[config.mk]
export PLATFORM = sky130hd
export DESIGN_NAME = led_scanout_flat
export DESIGN_NICKNAME = d
export VERILOG_FILES = /design/src/rtl/led_scanout_if.sv /design/src/rtl/led_scanout.sv /design/src/flat_wrapper.sv
export SDC_FILE = /design/constraint.sdc
export NUM_CORES = 1
export LEC_CHECK = 0
export ABC_CLOCK_PERIOD_IN_PS = 3270
export BUFFER_PORTS_ARGS = -buffer_cell sky130_fd_sc_hd__clkbuf_2
export CORE_UTILIZATION = 46
export CTS_CLUSTER_DIAMETER = 120
export DETAILED_ROUTE_END_ITERATION = 8
export GPL_ROUTABILITY_DRIVEN = 0
export PLACE_DENSITY = 0.81
export RECOVER_POWER = 25
export SETUP_SLACK_MARGIN = 0.1
export SLEW_MARGIN = 20
export SYNTH_ARGS = -nofsm -noshare
export SYNTH_HDL_FRONTEND = slang
export SYNTH_SLANG_ARGS = --single-unit
[constraint.sdc]
create_clock -name clk -period 3.27 [get_ports clk]
set_input_delay 0.1635 -clock clk [delete_from_list [all_inputs] [get_ports clk]]
set_output_delay 0.1635 -clock clk [all_outputs]
set_load 0.02 [all_outputs]
[src/rtl/led_scanout_if.sv]
// Panel-side pins of the LED scan-out engine, grouped so the driver and the
// panel model share one bundle.
interface led_scanout_if;
    logic [3:0] row_addr;
    logic       sdata;
    logic       sclk;
    logic       latch;
    logic       oe_n;
    logic       frame_start;

    modport master (
        output row_addr,
        output sdata,
        output sclk,
        output latch,
        output oe_n,
        output frame_start
    );

    modport slave (
        input row_addr,
        input sdata,
        input sclk,
        input latch,
        input oe_n,
        input frame_start
    );
endinterface

[src/rtl/led_scanout.sv]
// 16x16 LED panel scan-out: snapshots the occupancy matrix once per frame and
// shifts it out row by row with shift clock, latch, row address and output enable.
module led_scanout #(
    parameter int CLK_DIV      = 2,
    parameter int BLANK_CYCLES = 4,
    parameter int ON_CYCLES    = 256
) (
    input  logic           clk,
    input  logic           reset,
    input  logic [255:0]   matrix,
    led_scanout_if.master  panel
);

    localparam int BIT_CYCLES = 2 * CLK_DIV;
    localparam int MAX_AB     = (BIT_CYCLES > BLANK_CYCLES) ? BIT_CYCLES : BLANK_CYCLES;
    localparam int CNT_MAX    = (MAX_AB > ON_CYCLES) ? MAX_AB : ON_CYCLES;
    localparam int CW         = $clog2(CNT_MAX + 1);

    localparam logic [CW-1:0] BIT_LAST   = CW'(BIT_CYCLES - 1);
    localparam logic [CW-1:0] SCLK_HI    = CW'(CLK_DIV);
    localparam logic [CW-1:0] BLANK_LAST = CW'(BLANK_CYCLES - 1);
    localparam logic [CW-1:0] ON_LAST    = CW'(ON_CYCLES - 1);

    typedef enum logic [2:0] {
        S_LOAD,
        S_SHIFT,
        S_BLANK,
        S_LATCH,
        S_DISPLAY
    } state_t;

    // state names the phase whose outputs are presented after the next edge,
    // so every output is a register that already holds that phase's value.
    state_t         state;
    logic [3:0]     row;
    logic [3:0]     bit_idx;
    logic [CW-1:0]  cnt;
    logic [255:0]   snapshot;

    always_ff @(posedge clk) begin
        if (!reset) begin
            state             <= S_LOAD;
            row               <= 4'd0;
            bit_idx           <= 4'd0;
            cnt               <= '0;
            snapshot          <= '0;
            panel.row_addr    <= 4'd0;
            panel.sdata       <= 1'b0;
            panel.sclk        <= 1'b0;
            panel.latch       <= 1'b0;
            panel.oe_n        <= 1'b1;
            panel.frame_start <= 1'b0;
        end else begin
            panel.frame_start <= 1'b0;
            panel.latch       <= 1'b0;
            case (state)
                S_LOAD: begin
                    snapshot          <= matrix;
                    row               <= 4'd0;
                    bit_idx           <= 4'd15;
                    cnt               <= '0;
                    panel.frame_start <= 1'b1;
                    panel.oe_n        <= 1'b1;
                    panel.sclk        <= 1'b0;
                    panel.sdata       <= 1'b0;
                    state             <= S_SHIFT;
                end
                S_SHIFT: begin
                    panel.oe_n  <= 1'b1;
                    panel.sdata <= snapshot[{row, bit_idx}];
                    panel.sclk  <= (cnt >= SCLK_HI);
                    if (cnt == BIT_LAST) begin
                        cnt     <= '0;
                        bit_idx <= bit_idx - 4'd1;
                        if (bit_idx == 4'd0)
                            state <= S_BLANK;
                    end else begin
                        cnt <= cnt + 1'b1;
                    end
                end
                S_BLANK: begin
                    // Row address only moves here, while the panel is dark.
                    panel.oe_n     <= 1'b1;
                    panel.sclk     <= 1'b0;
                    panel.sdata    <= 1'b0;
                    panel.row_addr <= row;
                    if (cnt == BLANK_LAST) begin
                        cnt   <= '0;
                        state <= S_LATCH;
                    end else begin
                        cnt <= cnt + 1'b1;
                    end
                end
                S_LATCH: begin
                    panel.latch <= 1'b1;
                    panel.oe_n  <= 1'b1;
                    cnt         <= '0;
                    state       <= S_DISPLAY;
                end
                S_DISPLAY: begin
                    panel.oe_n <= 1'b0;
                    if (cnt == ON_LAST) begin
                        cnt <= '0;
                        if (row == 4'd15) begin
                            state <= S_LOAD;
                        end else begin
                            row     <= row + 4'd1;
                            bit_idx <= 4'd15;
                            state   <= S_SHIFT;
                        end
                    end else begin
                        cnt <= cnt + 1'b1;
                    end
                end
                default: state <= S_LOAD;
            endcase
        end
    end

endmodule

[src/flat_wrapper.sv]
// flat-port wrapper written by rule: the top's interface ports become plain ports
module led_scanout_flat 
#(
    parameter int CLK_DIV      = 2,
    parameter int BLANK_CYCLES = 4,
    parameter int ON_CYCLES    = 256
)
  (clk, reset, matrix, panel_row_addr, panel_sdata, panel_sclk, panel_latch, panel_oe_n, panel_frame_start);
  led_scanout_if panel_i ();
  input  logic clk;
  input  logic reset;
  input  logic [255:0] matrix;
  output wire logic [$bits(panel_i.row_addr)-1:0] panel_row_addr;
  output wire logic [$bits(panel_i.sdata)-1:0] panel_sdata;
  output wire logic [$bits(panel_i.sclk)-1:0] panel_sclk;
  output wire logic [$bits(panel_i.latch)-1:0] panel_latch;
  output wire logic [$bits(panel_i.oe_n)-1:0] panel_oe_n;
  output wire logic [$bits(panel_i.frame_start)-1:0] panel_frame_start;
  assign panel_row_addr = panel_i.row_addr;
  assign panel_sdata = panel_i.sdata;
  assign panel_sclk = panel_i.sclk;
  assign panel_latch = panel_i.latch;
  assign panel_oe_n = panel_i.oe_n;
  assign panel_frame_start = panel_i.frame_start;
  led_scanout #(.CLK_DIV(CLK_DIV), .BLANK_CYCLES(BLANK_CYCLES), .ON_CYCLES(ON_CYCLES)) u_core (.clk(clk), .reset(reset), .matrix(matrix), .panel(panel_i));
endmodule
==> results.json <==
{
  "pwr-share-seq_pct": 45.0,
  "drt_pass1_iterations": 5,
  "power.net_switching_uw": 2140,
  "port_buffers": 266,
  "grt_usage_pct": 32.0,
  "wl_per_cell_um": 23.0,
  "die-area_sq_um": 25100,
  "dp.cells": 1440,
  "multi_input_comb_area_sq_um": 5070,
  "netlist_instances": 917,
  "via_per_inst": 6.04,
  "relSlewSlack_pct": 16.6,
  "worstPathRequired_ns": 3.69,
  "fin_skew_ns": 0.0179,
  "cts_buffer_depth": 3,
  "cts.clk_slew.worst_paths_ns": 0.07,
  "n_fill_cell": 1557,
  "vdd_ir_drop_max_v": 0.000450,
  "antenna_left": 0,
  "synth_area_leaders": "dfxtp_1 51%, a22o_1 20%, mux4_2 6.0%",
  "area_delta_synth_final_pct": 45.9,
  "hold_viol": 0,
  "swShare_pct": 25.0,
  "core_area_sq_um": 23800,
  "cts_tree": "done",
  "cts-root-buf": "clkbuf_16",
  "fmax_mhz": 339,
  "hp-class": "input pin to register",
  "tns_ns": 0,
  "criticalPathCategory": "register to register",
  "p_total_uw": 8530,
  "grt_max_degree": 74,
  "outcome": "finished, final reports clean",
  "drive_gt1_share_pct": 26.0,
  "grt_pass1_wl_um": 60600,
  "drc": 0,
  "post_cts_buffers": 0,
  "ctsResizeCount": 0,
  "power.density_nw_per_um2": 519,
  "setup_violations": 0,
  "final_util_pct": 69.3,
  "postSynthAreaPerCell_sq_um": 12.3,
  "worstSetupStartpointType": "register",
  "timing.final.crit_share_pct": 90.2,
  "cts-buffers-inserted": 29,
  "leakage_uw": 0.00709,
  "synth-async-reset-ratio_pct": 0,
  "synth_edf_count": 0,
  "end_kind": "register",
  "grt_pass1_vias": 11080,
  "yosysTopAreaCell": "dfxtp_1",
  "rows": 56,
  "drtIter0Drc": 901,
  "yosysSeqAreaShare_pct": 50.6,
  "hpwl_um": 22000,
  "syn_area_sq_um": 11300,
  "fin_crit_ns": 2.95,
  "p_comb_share_pct": 13.8,
  "rsz0062_at_grt": "false",
  "grt_remaining_overflow": 0,
  "instances_no_fill": 1759,
  "synth.distinct_cells": 53,
  "clk_latency_ns": 0.56,
  "synth_ff_type": "dfxtp_1",
  "worst-slew-pin-transition_ns": 1.25,
  "fin_nets": 1673,
  "p_clk_share_pct": 41.3,
  "syn_nets": 1181,
  "p_int_uw": 6400,
  "ys_seq_elements": 285,
  "io-pin-count": 267,
  "die_h_um": 159,
  "place_ws_ns": 0.625,
  "clock_sinks": 285,
  "path_max_fanout": 23,
  "maxCapViolCount": 0,
  "report.final.slew_viol_count": 0,
  "layout_setup_ws_ns": 0.320,
  "antenna_found_initial": 6,
  "drt-total-wl_um": 40500,
  "regArea_sq_um": 5710,
  "yosysWarnings": 0,
  "die_w_um": 159,
  "htree_levels": 1,
  "start_util_pct": 47.5,
  "synth_commonest_cells": "285 x dfxtp_1, 256 x a22o_1, 70 x clkbuf_1, 38 x mux2i_1, 34 x nor2_1",
  "yosysMostFrequentCell": "dfxtp_1",
  "yosysTopAreaCellShare_pct": 50.6,
  "vias": 10619,
  "crit_arrival_ns": 3.37
}
-- area by class of cell --
cell class	count	share of cell area [%]
Antenna cell	9	0.137
Clock buffer	39	4.88
Clock inverter	14	1.18
Sequential cell	285	34.7
Timing Repair Buffer	550	25.6
Inverter	10	0.228
Multi-Input combinational cell	533	30.8
Tap cell	319	2.43
-- worst paths after layout --
| check | slack, ns | from | endpoint | depth (start not counted) |
|---|---|---|---|---|
| worst max-delay path | 0.32 | u_core.bit_idx[0] | u_core.panel.sdata | 8 |
| worst min-delay path | 0.35 | matrix[211] | u_core.snapshot[211] | 3 |
| worst max register to register | 0.32 | u_core.bit_idx[0] | u_core.panel.sdata | 8 |
| worst min register to register | 0.48 | u_core.snapshot[141] | u_core.snapshot[141] | 1 |
-- critical path, stage by stage, from the launching register on --
cell and delay (ns):
dfxtp_4 0.59, clkbuf_2 0.64, mux4_1 0.65, mux2_2 0.29
a22oi_1 0.22, nand2_1 0.10, nand4_1 0.10, or4_1 0.12
o311ai_1 0.10
-- cells by family after synthesis --
kind of cell / Yosys count / share of synthesized area (%)
XOR/XNOR: 10 / 0.777
flip-flops: 285 / 50.6
AO/OA/AOI/OAI: 322 / 24.2
adder cells (fa/ha/maj): 6 / 0.666
AND/OR/NAND/NOR: 102 / 4.43
buffers and inverters: 99 / 4.56
multiplexers: 93 / 14.8
-- cell usage in the layout (no fill, tap or decap), types with 15 or more instances in the layout --
cell type / netlist / final
clkbuf_1: 70 / 15
nand2_1: 16 / 16
mux4_1: 22 / 22
buf_4: 3 / 16
a22o_1: 256 / 256
mux2i_1: 38 / 38
nor2_1: 34 / 33
mux4_2: 30 / 30
dlygate4sd3_1: 0 / 257
clkbuf_2: 0 / 258
clkbuf_16: 0 / 29
a21oi_1: 15 / 15
o221ai_1: 16 / 16
dfxtp_1: 285 / 283
-- per-layer routing --
layer  part of all wire [%]  track usage, %
met1                     36            34.8
met2                     50            54.6
met3                    6.6            7.00
met4                    7.7            24.0
met5                      0               0
-- power by group through the flow --
stage          logic (uW)  registers (uW)  clock network, uW
6_report             1170            3840               3520
3_5_place_dp          866            3890                  0
5_1_grt              1240            3850               3670
2_1_floorplan         588            3820                  0
3_3_place_gp          850            3880                  0
4_1_cts              1120            3820               3480
-- repair_timing --
action | 4_1_cts | 5_1_grt
hold buffers | 257 | 0
hold endpoints to repair | 257 | 0
endpoints found under the setup margin | 0 | 0
-- state kept, by name, indices dropped and copies added (netlist names) --
signal / flops
u_core.bit_idx: 4
u_core.panel.oe_n: 1
u_core.cnt: 9
u_core.panel.sclk: 1
u_core.row: 4
u_core.panel.frame_start: 1
u_core.snapshot: 256
u_core.panel.latch: 1
u_core.panel.sdata: 1
u_core.state: 3
u_core.panel.row_addr: 4
-- metrics by stage --
stage	hold slack, ns	instance area [sq um]
after floorplan	0.289	11300
after global placement	0.373	12900
after detailed placement	0.376	12900
after CTS	0.330	16400
after global routing	0.368	16400
final	0.353	16500
(Power assumes the default switching activity.)
